## src/rtl/peg_row_scanner_pkg.sv

```systemverilog
// Shared types and helpers for the peg row scanner.
// FSM encodings, width helper and default cell geometry.
package peg_row_scanner_pkg;

   typedef enum logic [1:0] {
      IDLE = 2'd0,
      SCAN = 2'd1,
      DONE = 2'd2
   } scan_state_e;

   localparam int DEF_CELL_W    = 4;
   localparam int DEF_CELL_H    = 4;
   localparam int DEF_GAP       = 2;
   localparam int DEF_MAX_CELLS = 4;

   function automatic int clog2_min1(input int v);
      int r;
      r = $clog2(v);
      return (r < 1) ? 1 : r;
   endfunction

endpackage

```

## src/rtl/peg_row_scanner_wrap.sv

```systemverilog
// Wrapping up-counter with clear, runtime terminal value and wrap strobe.
// wrap_o fires on the increment that takes the count from max_i back to 0.
module wrap_counter
   import peg_row_scanner_pkg::*;
#(
   parameter int MAX = 4,
   localparam int W  = clog2_min1(MAX)
) (
   input  logic         clock,
   input  logic         reset,
   input  logic         clear_i,
   input  logic         inc_i,
   input  logic [W-1:0] max_i,
   output logic [W-1:0] q_o,
   output logic         wrap_o
);

   logic [W-1:0] cnt_q, cnt_d;

   assign wrap_o = inc_i & (cnt_q == max_i);
   assign q_o    = cnt_q;

   always_comb begin
      cnt_d = cnt_q;
      if (clear_i)
         cnt_d = '0;
      else if (wrap_o)
         cnt_d = '0;
      else if (inc_i)
         cnt_d = cnt_q + 1'b1;
   end

   always_ff @(posedge clock) begin
      if (reset)
         cnt_q <= '0;
      else
         cnt_q <= cnt_d;
   end

endmodule

```

## src/rtl/peg_row_scanner.sv

```systemverilog
// Pixel-offset generator for a row of equal square cells.
// Nested col/cell/row counters plus a running x accumulator.
module peg_row_scanner
   import peg_row_scanner_pkg::*;
#(
   parameter int CELL_W    = DEF_CELL_W,
   parameter int CELL_H    = DEF_CELL_H,
   parameter int GAP       = DEF_GAP,
   parameter int MAX_CELLS = DEF_MAX_CELLS,
   localparam int XW = clog2_min1(MAX_CELLS * (CELL_W + GAP)),
   localparam int YW = clog2_min1(CELL_H),
   localparam int CW = clog2_min1(MAX_CELLS + 1),
   localparam int IW = clog2_min1(MAX_CELLS)
) (
   input  logic          clock,
   input  logic          reset,
   input  logic          start,
   input  logic [CW-1:0] count,
   input  logic          erase_rest,
   input  logic          hold,
   output logic [XW-1:0] x,
   output logic [YW-1:0] y,
   output logic [IW-1:0] cell_idx,
   output logic          lit,
   output logic          plot,
   output logic          busy,
   output logic          done
);

   localparam int COLW = clog2_min1(CELL_W);

   scan_state_e   state_q, state_d;
   logic [CW-1:0] cnt_q, cnt_d;
   logic [IW-1:0] last_q, last_d;
   logic [XW-1:0] x_q, x_d;
   logic          lit_q, lit_d;

   logic [CW-1:0]   count_sat, limit;
   logic [COLW-1:0] col;
   logic            col_wrap, cell_wrap, row_wrap;
   logic            clr;

   assign plot     = (state_q == SCAN) & ~hold;
   assign busy     = (state_q != IDLE);
   assign done     = (state_q == DONE);
   assign clr      = (state_q != SCAN);
   assign x        = x_q;
   assign lit      = lit_q;

   wrap_counter #(.MAX(CELL_W)) u_col (
      .clock   (clock),
      .reset   (reset),
      .clear_i (clr),
      .inc_i   (plot),
      .max_i   (COLW'(CELL_W - 1)),
      .q_o     (col),
      .wrap_o  (col_wrap)
   );

   wrap_counter #(.MAX(MAX_CELLS)) u_cell (
      .clock   (clock),
      .reset   (reset),
      .clear_i (clr),
      .inc_i   (col_wrap),
      .max_i   (last_q),
      .q_o     (cell_idx),
      .wrap_o  (cell_wrap)
   );

   wrap_counter #(.MAX(CELL_H)) u_row (
      .clock   (clock),
      .reset   (reset),
      .clear_i (clr),
      .inc_i   (cell_wrap),
      .max_i   (YW'(CELL_H - 1)),
      .q_o     (y),
      .wrap_o  (row_wrap)
   );

   always_comb begin
      state_d   = state_q;
      cnt_d     = cnt_q;
      last_d    = last_q;
      x_d       = x_q;
      lit_d     = lit_q;
      count_sat = (count > CW'(MAX_CELLS)) ? CW'(MAX_CELLS) : count;
      limit     = erase_rest ? CW'(MAX_CELLS) : count_sat;
      unique case (state_q)
         IDLE: begin
            x_d   = '0;
            lit_d = 1'b0;
            if (start) begin
               cnt_d   = count_sat;
               last_d  = IW'(limit - 1'b1);
               lit_d   = (count_sat != '0);
               state_d = (limit == '0) ? DONE : SCAN;
            end
         end
         SCAN: begin
            if (plot) begin
               if (cell_wrap) begin
                  x_d   = '0;
                  lit_d = (cnt_q != '0);
               end else if (col_wrap) begin
                  // skip the gap in the same cycle as the cell advance
                  x_d   = x_q + XW'(GAP + 1);
                  lit_d = (CW'(cell_idx + 1'b1) < cnt_q);
               end else begin
                  x_d = x_q + 1'b1;
               end
               if (row_wrap)
                  state_d = DONE;
            end
         end
         DONE: begin
            x_d     = '0;
            lit_d   = 1'b0;
            state_d = IDLE;
         end
         default: state_d = IDLE;
      endcase
   end

   always_ff @(posedge clock) begin
      if (reset) begin
         state_q <= IDLE;
         cnt_q   <= '0;
         last_q  <= '0;
         x_q     <= '0;
         lit_q   <= 1'b0;
      end else begin
         state_q <= state_d;
         cnt_q   <= cnt_d;
         last_q  <= last_d;
         x_q     <= x_d;
         lit_q   <= lit_d;
      end
   end

endmodule
```

## config.mk

```make
export PLATFORM = sky130hd
export DESIGN_NAME = peg_row_scanner
export DESIGN_NICKNAME = d
export VERILOG_FILES = /design/src/rtl/peg_row_scanner_pkg.sv /design/src/rtl/peg_row_scanner_wrap.sv /design/src/rtl/peg_row_scanner.sv
export SDC_FILE = /design/constraint.sdc
export NUM_CORES = 1
export LEC_CHECK = 0
export BUFFER_PORTS_ARGS = -buffer_cell sky130_fd_sc_hd__buf_2
export CAP_MARGIN = 10
export CORE_ASPECT_RATIO = 0.7
export CORE_MARGIN = 2
export CORE_UTILIZATION = 40
export CTS_CLUSTER_SIZE = 12
export DETAILED_ROUTE_END_ITERATION = 12
export GPL_ROUTABILITY_DRIVEN = 0
export GPL_TIMING_DRIVEN = 0
export PLACE_DENSITY = 0.6
export SETUP_SLACK_MARGIN = 0.15
export SYNTH_ARGS = -nofsm -noshare
export SYNTH_HDL_FRONTEND = slang
export SYNTH_SLANG_ARGS = --single-unit
```

## constraint.sdc

```tcl
create_clock -name clock -period 3.7 [get_ports clock]
set_input_delay 0.925 -clock clock [delete_from_list [all_inputs] [get_ports clock]]
set_output_delay 0.925 -clock clock [all_outputs]
set_load 0.1 [all_outputs]
```

==> run_summary.xml, run 1 <==
<?xml version="1.0" encoding="UTF-8"?>
<metrics>
  <group name="outcome">
    <metric name="run_status" unit="">finished clean</metric>
  </group>
  <group name="timing">
    <metric name="report.final.hold_viol_count" unit="">0</metric>
    <metric name="final.setup.tns" unit="ps">0</metric>
    <metric name="layout_setup_ws" unit="ps">1020</metric>
    <metric name="grt_setup_unrepaired" unit="">false</metric>
    <metric name="timing.final.max_slew_violations" unit="">0</metric>
    <metric name="setup_violations" unit="">0</metric>
    <metric name="slew_headroom" unit="%">62.2</metric>
    <metric name="fin_crit" unit="ps">2680</metric>
    <metric name="fin_worst_skew" unit="ps">1.45</metric>
    <metric name="timing.fmax" unit="MHz">374</metric>
    <metric name="fin_crit_sh" unit="%">72.4</metric>
    <metric name="tightestPinTransition" unit="ps">561</metric>
  </group>
  <group name="yosys">
    <metric name="synth.lib_cells_used.distinct" unit="">38</metric>
    <metric name="ys_warn_count" unit="">0</metric>
    <metric name="postSynthAreaPerCell" unit="um^2">8.41</metric>
    <metric name="synth_enable_flop_cells" unit="">0</metric>
    <metric name="async_reset_ff_share" unit="%">0</metric>
    <metric name="synth.cell_area" unit="um^2">1170</metric>
    <metric name="postSynthRegisterBits" unit="">19</metric>
    <metric name="synth_cells" unit="">139</metric>
    <metric name="synthFlopType" unit="">sky130_fd_sc_hd__dfxtp_1</metric>
    <metric name="postSynthNetCount" unit="">159</metric>
    <metric name="synth-seq-area-share" unit="%">32.5</metric>
  </group>
  <group name="final_layout">
    <metric name="fin_nets" unit="">184</metric>
    <metric name="utilization" unit="%">48.8</metric>
    <metric name="drive_gt1_share" unit="%">19.6</metric>
    <metric name="area_growth" unit="%">16.3</metric>
    <metric name="antennaDiodeCount" unit="">0</metric>
    <metric name="layout.cells.non_filler" unit="">199</metric>
  </group>
  <group name="power">
    <metric name="p_seq_share" unit="%">42.7</metric>
    <metric name="leakage" unit="nW">0.619</metric>
    <metric name="switching_share" unit="%">36.4</metric>
    <metric name="proportion_of_power_drawn_by_combinational_gates" unit="%">30.0</metric>
    <metric name="power_switching" unit="mW">0.192</metric>
    <metric name="power-per-cell-area" unit="nW/um^2">389</metric>
    <metric name="max-vdd-ir-drop" unit="mV">0.177</metric>
    <metric name="power_report.internal_total" unit="mW">0.336</metric>
    <metric name="clock_power_share" unit="%">27.2</metric>
  </group>
  <group name="routing">
    <metric name="vias" unit="">1027</metric>
    <metric name="route.final.wire_length" unit="mm">2.53</metric>
    <metric name="top_signal_layer_used" unit="">met4</metric>
    <metric name="drt_first_pass_iters" unit="">4</metric>
    <metric name="detail_route.iter0.violations" unit="">28</metric>
    <metric name="route.detailed.wl_per_inst" unit="um">12.7</metric>
    <metric name="remaining_drc_errors" unit="">0</metric>
    <metric name="met2RoutedLength" unit="mm">1.01</metric>
    <metric name="wl_met1" unit="mm">1.35</metric>
    <metric name="met3_wirelength_from_detailed_routing" unit="um">134</metric>
    <metric name="routed_antenna_nets" unit="">0</metric>
    <metric name="avgViaCountPerCell" unit="">5.16</metric>
  </group>
  <group name="placed_design">
    <metric name="total_half_perimeter_wirelength_after_legalization_and_detailed_placement" unit="mm">2.01</metric>
    <metric name="pre_cts_slack" unit="ps">1020</metric>
    <metric name="placed_cells" unit="">195</metric>
    <metric name="port_buffers" unit="">20</metric>
  </group>
  <group name="critical_path">
    <metric name="setup.worst_path.start_class" unit="">primary input</metric>
    <metric name="worstSetupPathType" unit="">primary input to primary output</metric>
    <metric name="cp.required" unit="ps">2770</metric>
    <metric name="endpoint_kind" unit="">primary output</metric>
    <metric name="data_arrival_time_of_the_critical_path" unit="ps">1750</metric>
    <metric name="timing.critical_path.fanout_max" unit="">8</metric>
  </group>
  <group name="grt">
    <metric name="globalRoute.totalOverflow" unit="">0</metric>
    <metric name="first_global_vias" unit="">957</metric>
    <metric name="antenna_found_initial" unit="">0</metric>
    <metric name="grt_first_pass_wirelength" unit="mm">4.26</metric>
    <metric name="groute.usage.overall" unit="%">16.9</metric>
    <metric name="grt_max_degree" unit="">11</metric>
  </group>
  <group name="clocking">
    <metric name="postCtsHoldBufs" unit="">0</metric>
    <metric name="clkSlewWorstSetupHoldPaths" unit="ps">70</metric>
    <metric name="ctsRootBufferMaster" unit="">sky130_fd_sc_hd__clkbuf_8</metric>
    <metric name="post_cts_resize_count" unit="">0</metric>
    <metric name="postCtsSetupBuffers" unit="">0</metric>
    <metric name="cts_sinks" unit="">19</metric>
    <metric name="cts_buffers" unit="">3</metric>
    <metric name="cts-htree-levels" unit="">1</metric>
    <metric name="cts.path.max_buffers" unit="">2</metric>
    <metric name="clock_insertion_delay_worst_skew" unit="ps">260</metric>
    <metric name="tritoncts" unit="">yes</metric>
  </group>
  <group name="floorplan">
    <metric name="num_io_pins" unit="">21</metric>
    <metric name="die_area" unit="um^2">3380</metric>
    <metric name="fp.dieH" unit="um">49.2</metric>
    <metric name="core_area" unit="um^2">2780</metric>
    <metric name="row_count" unit="">16</metric>
    <metric name="die_width" unit="um">68.6</metric>
    <metric name="initial_core_util" unit="%">42.0</metric>
  </group>
  <group name="job">
    <metric name="maxCapViolCount" unit="">0</metric>
  </group>
  <group name="min_path">
    <metric name="hold_path_class" unit="">register to register</metric>
  </group>
</metrics>
==> final timing paths <==
path	end	start	slack, ps	depth (start not counted)
max reg2reg	x[4]	state_q[1]	1720	8
min reg2reg	cnt_q[1]	cnt_q[1]	470	2
max	plot	hold	1020	4
min	cnt_q[1]	cnt_q[1]	470	2
==> worst max-delay path, stage by stage <==
cell and delay, ps:
sky130_fd_sc_hd__buf_2 140, sky130_fd_sc_hd__nand2b_1 190, sky130_fd_sc_hd__inv_1 70, sky130_fd_sc_hd__buf_2 420
==> layout by cell type, fill, tap and decap left out, drive strengths merged, types with 3 or more instances in the layout <==
cell type and instances:
nand2b 3, ha 11, inv 13, a31oi 3
buf 20, dfxtp 19, nand2 18, o21ai 7
a21oi 13, nand3 3, clkbuf 6, nand3b 6
nor3 4, and3 3, nor2 13
==> stage by stage <==
step	hold slack [ps]	area (um^2)	total power [mW]
after floorplan	445	1170	0.357
after detailed placement	467	1310	0.389
after CTS	475	1360	0.534
final	473	1360	0.528
after global routing	491	1360	0.561
after global placement	457	1310	0.386
==> routing by layer <==
layer | vias to the layer above | global-route usage [%]
li1 | 536 | -
met1 | 462 | 24.5
met2 | 23 | 23.6
met3 | 6 | 5.31
met4 | 0 | 5.33
met5 | - | 0
==> cells by family after synthesis <==
kind of cell,after synthesis,synth area share (%)
xor gates and xnor gates,2,3.75
buffers and inverters,15,4.82
AOI/OAI and AO/OA,34,19.6
DFF,19,32.5
adders and majority gates,12,13.5
muxes,1,0.857
and+or+nand+nor,56,24.9
==> Yosys cell counts (2+ instances only) <==
library cell | instances | area share [%]
sky130_fd_sc_hd__dfxtp_1 | 19 | 33
sky130_fd_sc_hd__nand2_1 | 18 | 5.8
sky130_fd_sc_hd__nor2_1 | 13 | 4.2
sky130_fd_sc_hd__a21oi_1 | 12 | 5.1
sky130_fd_sc_hd__inv_1 | 12 | 3.9
sky130_fd_sc_hd__ha_1 | 11 | 12
sky130_fd_sc_hd__o21ai_0 | 7 | 3.0
sky130_fd_sc_hd__nand3b_1 | 5 | 3.2
sky130_fd_sc_hd__nor3_1 | 4 | 1.7
sky130_fd_sc_hd__a31oi_1 | 3 | 1.6
sky130_fd_sc_hd__nand2b_1 | 3 | 1.6
sky130_fd_sc_hd__a211oi_1 | 2 | 1.3
sky130_fd_sc_hd__and3_1 | 2 | 1.1
sky130_fd_sc_hd__clkbuf_1 | 2 | 0.64
sky130_fd_sc_hd__nand3_1 | 2 | 0.86
sky130_fd_sc_hd__nand4_1 | 2 | 1.1
==> area by class of cell <==
class | count | area, um^2
multi-input cells | 105 | 732
clock buffers | 4 | 45.0
inverters | 13 | 48.8
repair buffers | 20 | 100
plain buffers | 2 | 7.51
flip-flops and latches | 19 | 380
well taps | 36 | 45.0
fillers | 272 | 1420
==> flip-flops by register name, indices dropped and copies added, names as in the netlist <==
name / count
lit: 1
x: 5
u_col.q_o: 2
cnt_q: 3
u_cell.q_o: 2
u_row.q_o: 2
last_q: 2
state_q: 2
==> power by group through the flow <==
stage	sequential (mW)	combinational [mW]	clock [mW]
3_3_place_gp	0.230	0.157	0
4_1_cts	0.226	0.159	0.150
3_5_place_dp	0.230	0.158	0
2_1_floorplan	0.243	0.114	0
6_report	0.226	0.159	0.144
5_1_grt	0.227	0.174	0.160
Note: power is estimated with default switching activity, not from simulation.
==> run 2: changes to the inputs <==
==> constraint.sdc (replaced) <==
create_clock -name clock -period 2.47 [get_ports clock]
set_input_delay 0.6175 -clock clock [delete_from_list [all_inputs] [get_ports clock]]
set_output_delay 0.6175 -clock clock [all_outputs]
set_load 0.1 [all_outputs]
==> run 2 against run 1 <==
Compared with the run above: non-clock buffer count stayed put; cell count unchanged; combinational power is 51% higher; critical path depth unchanged; critical endpoint is now busy; highest routed layer unchanged.
==> run_summary.xml, run 2 (synthesis gave the netlist of run 1 again) <==
<?xml version="1.0" encoding="UTF-8"?>
<metrics>
  <group name="routing">
    <metric name="avgViaCountPerCell" unit="">5.18</metric>
    <metric name="met2RoutedLength" unit="mm">1.05</metric>
    <metric name="routed_antenna_nets" unit="">0</metric>
    <metric name="remaining_drc_errors" unit="">0</metric>
    <metric name="detail_route.iter0.violations" unit="">31</metric>
    <metric name="wl_met1" unit="mm">1.34</metric>
    <metric name="met3_wirelength_from_detailed_routing" unit="um">142</metric>
    <metric name="route.detailed.wl_per_inst" unit="um">12.9</metric>
    <metric name="drt_first_pass_iters" unit="">4</metric>
    <metric name="top_signal_layer_used" unit="">met4</metric>
    <metric name="route.final.wire_length" unit="mm">2.56</metric>
    <metric name="vias" unit="">1031</metric>
  </group>
  <group name="critical_path">
    <metric name="ff2ff_path_depth" unit="">6</metric>
    <metric name="timing.critical_path.fanout_max" unit="">5</metric>
    <metric name="worstSetupPathType" unit="">register to primary output</metric>
    <metric name="r2r-end" unit="">x[4]</metric>
    <metric name="cp.required" unit="ps">1850</metric>
    <metric name="source_of_the_worst_register_to_register_timing_path" unit="">state_q[0]</metric>
    <metric name="worst_setup_path_endpoint" unit="">busy</metric>
    <metric name="endpoint_kind" unit="">primary output</metric>
    <metric name="crit_path_start" unit="">state_q[0]</metric>
    <metric name="data_arrival_time_of_the_critical_path" unit="ps">1550</metric>
    <metric name="setup.worst_path.start_class" unit="">register</metric>
    <metric name="rrSetupSlack" unit="ps">500</metric>
  </group>
  <group name="final_layout">
    <metric name="area_growth" unit="%">16.7</metric>
    <metric name="postLayoutCellArea" unit="um^2">1360</metric>
    <metric name="layout.cells.most_common_list" unit="">sky130_fd_sc_hd__dfxtp_1, sky130_fd_sc_hd__buf_2, sky130_fd_sc_hd__nand2_1</metric>
    <metric name="fill_cell_count" unit="">271</metric>
    <metric name="fin_nets" unit="">184</metric>
    <metric name="drive_gt1_share" unit="%">20.2</metric>
    <metric name="sequential_cell_area" unit="um^2">380</metric>
    <metric name="largest_register_ff_count" unit="">5</metric>
    <metric name="layout.cells.non_filler" unit="">199</metric>
    <metric name="antennaDiodeCount" unit="">0</metric>
    <metric name="multi_input_area" unit="um^2">734</metric>
  </group>
  <group name="grt">
    <metric name="grt_first_pass_wirelength" unit="mm">4.26</metric>
    <metric name="groute.usage.overall" unit="%">16.9</metric>
    <metric name="antenna_found_initial" unit="">0</metric>
    <metric name="globalRoute.totalOverflow" unit="">0</metric>
    <metric name="first_global_vias" unit="">957</metric>
    <metric name="grt_max_degree" unit="">11</metric>
  </group>
  <group name="clocking">
    <metric name="ctsRootBufferMaster" unit="">sky130_fd_sc_hd__clkbuf_8</metric>
    <metric name="cts_sinks" unit="">19</metric>
    <metric name="cts.path.max_buffers" unit="">2</metric>
    <metric name="tritoncts" unit="">yes</metric>
    <metric name="clkSlewWorstSetupHoldPaths" unit="ps">70</metric>
    <metric name="postCtsSetupBuffers" unit="">0</metric>
    <metric name="cts-htree-levels" unit="">1</metric>
    <metric name="cts_buffers" unit="">3</metric>
    <metric name="clock_insertion_delay_worst_skew" unit="ps">260</metric>
  </group>
  <group name="placed_design">
    <metric name="total_half_perimeter_wirelength_after_legalization_and_detailed_placement" unit="mm">2.01</metric>
    <metric name="port_buffers" unit="">20</metric>
    <metric name="placed_cells" unit="">195</metric>
    <metric name="postPlaceCellArea" unit="um^2">1310</metric>
  </group>
  <group name="floorplan">
    <metric name="initial_core_util" unit="%">42.0</metric>
    <metric name="num_io_pins" unit="">21</metric>
    <metric name="die_width" unit="um">68.6</metric>
    <metric name="die_area" unit="um^2">3380</metric>
    <metric name="row_count" unit="">16</metric>
    <metric name="fp.dieH" unit="um">49.2</metric>
    <metric name="core_area" unit="um^2">2780</metric>
  </group>
  <group name="timing">
    <metric name="fin_crit_sh" unit="%">87.9</metric>
    <metric name="final.setup.tns" unit="ps">0</metric>
    <metric name="slew_headroom" unit="%">60.7</metric>
    <metric name="timing.final.max_slew_violations" unit="">0</metric>
    <metric name="report.final.hold_viol_count" unit="">0</metric>
    <metric name="grt_setup_unrepaired" unit="">false</metric>
    <metric name="fin_crit" unit="ps">2170</metric>
    <metric name="fin_worst_skew" unit="ps">0.815</metric>
    <metric name="setup_violations" unit="">0</metric>
    <metric name="timing.fmax" unit="MHz">461</metric>
    <metric name="tightestPinTransition" unit="ps">583</metric>
    <metric name="fin_hold_ws" unit="ps">474</metric>
  </group>
  <group name="power">
    <metric name="power-per-cell-area" unit="nW/um^2">584</metric>
    <metric name="power.total" unit="mW">0.796</metric>
    <metric name="max-vdd-ir-drop" unit="mV">0.249</metric>
    <metric name="leakage" unit="nW">0.617</metric>
  </group>
  <group name="min_path">
    <metric name="holdCritStartpoint" unit="">cnt_q[1]</metric>
    <metric name="hold_path_class" unit="">register to register</metric>
  </group>
  <group name="outcome">
    <metric name="run_status" unit="">finished clean</metric>
  </group>
  <group name="job">
    <metric name="maxCapViolCount" unit="">0</metric>
  </group>
</metrics>
## run 2: cell count changes in the layout (fill, tap and decap cells not counted)
cell,delta
sky130_fd_sc_hd__buf_2,-1
sky130_fd_sc_hd__clkbuf_4,+1
sky130_fd_sc_hd__ha_1,-1
sky130_fd_sc_hd__ha_2,+1
## run 2: layout make-up
type	instances	share of cell area [%]
Inverter	13	3.58
Buffer	2	0.550
Sequential cell	19	27.9
Timing Repair Buffer	20	7.52
Multi-Input combinational cell	105	53.9
Tap cell	36	3.30
Clock buffer	4	3.30
## run 2: repair_timing
item	4_1_cts	5_1_grt
endpoints found under the hold margin	0	0
setup endpoints to repair	0	1
gates resized for setup	0	2
hold buffers	0	0
## run 2: report_power, final
part / total, mW / internal [mW] / switching, mW / leakage, nW
sequential: 0.338 / 0.323 / 0.0155 / 0.155
clock: 0.218 / 0.115 / 0.103 / 0.0228
combinational: 0.240 / 0.0668 / 0.173 / 0.439
total: 0.796 / 0.504 / 0.292 / 0.617
## run 2: per-layer routing
| layer | GRT usage (%) | vias up |
|---|---|---|
| met5 | 0 | - |
| li1 | - | 536 |
| met2 | 23.6 | 24 |
| met3 | 5.31 | 4 |
| met1 | 24.5 | 467 |
| met4 | 5.33 | 0 |
## run 2: through the flow
step | util (%) | setup slack (ps)
after floorplan | - | 158
after global placement | 47.2 | 409
after detailed placement | 47.2 | 410
after CTS | 48.8 | 168
after global routing | 49.0 | 224
final | 49.0 | 299
## run 2: worst min path at each step
| stage | to | slack [ps] | cells past startpoint |
|---|---|---|---|
| after floorplan | cnt_q[1] | 440 | 2 |
| final | cnt_q[1] | 470 | 2 |
| after global routing | u_row.q_o[1] | 490 | 2 |
| after detailed placement | cnt_q[1] | 470 | 2 |
| after global placement | u_row.q_o[1] | 460 | 2 |
| after CTS | cnt_q[1] | 470 | 2 |
## run 2: critical path: stages (launching register included)
cell	delay, ps
sky130_fd_sc_hd__dfxtp_1	400
sky130_fd_sc_hd__inv_1	90
sky130_fd_sc_hd__ha_1	260
sky130_fd_sc_hd__inv_1	110
sky130_fd_sc_hd__buf_2	430
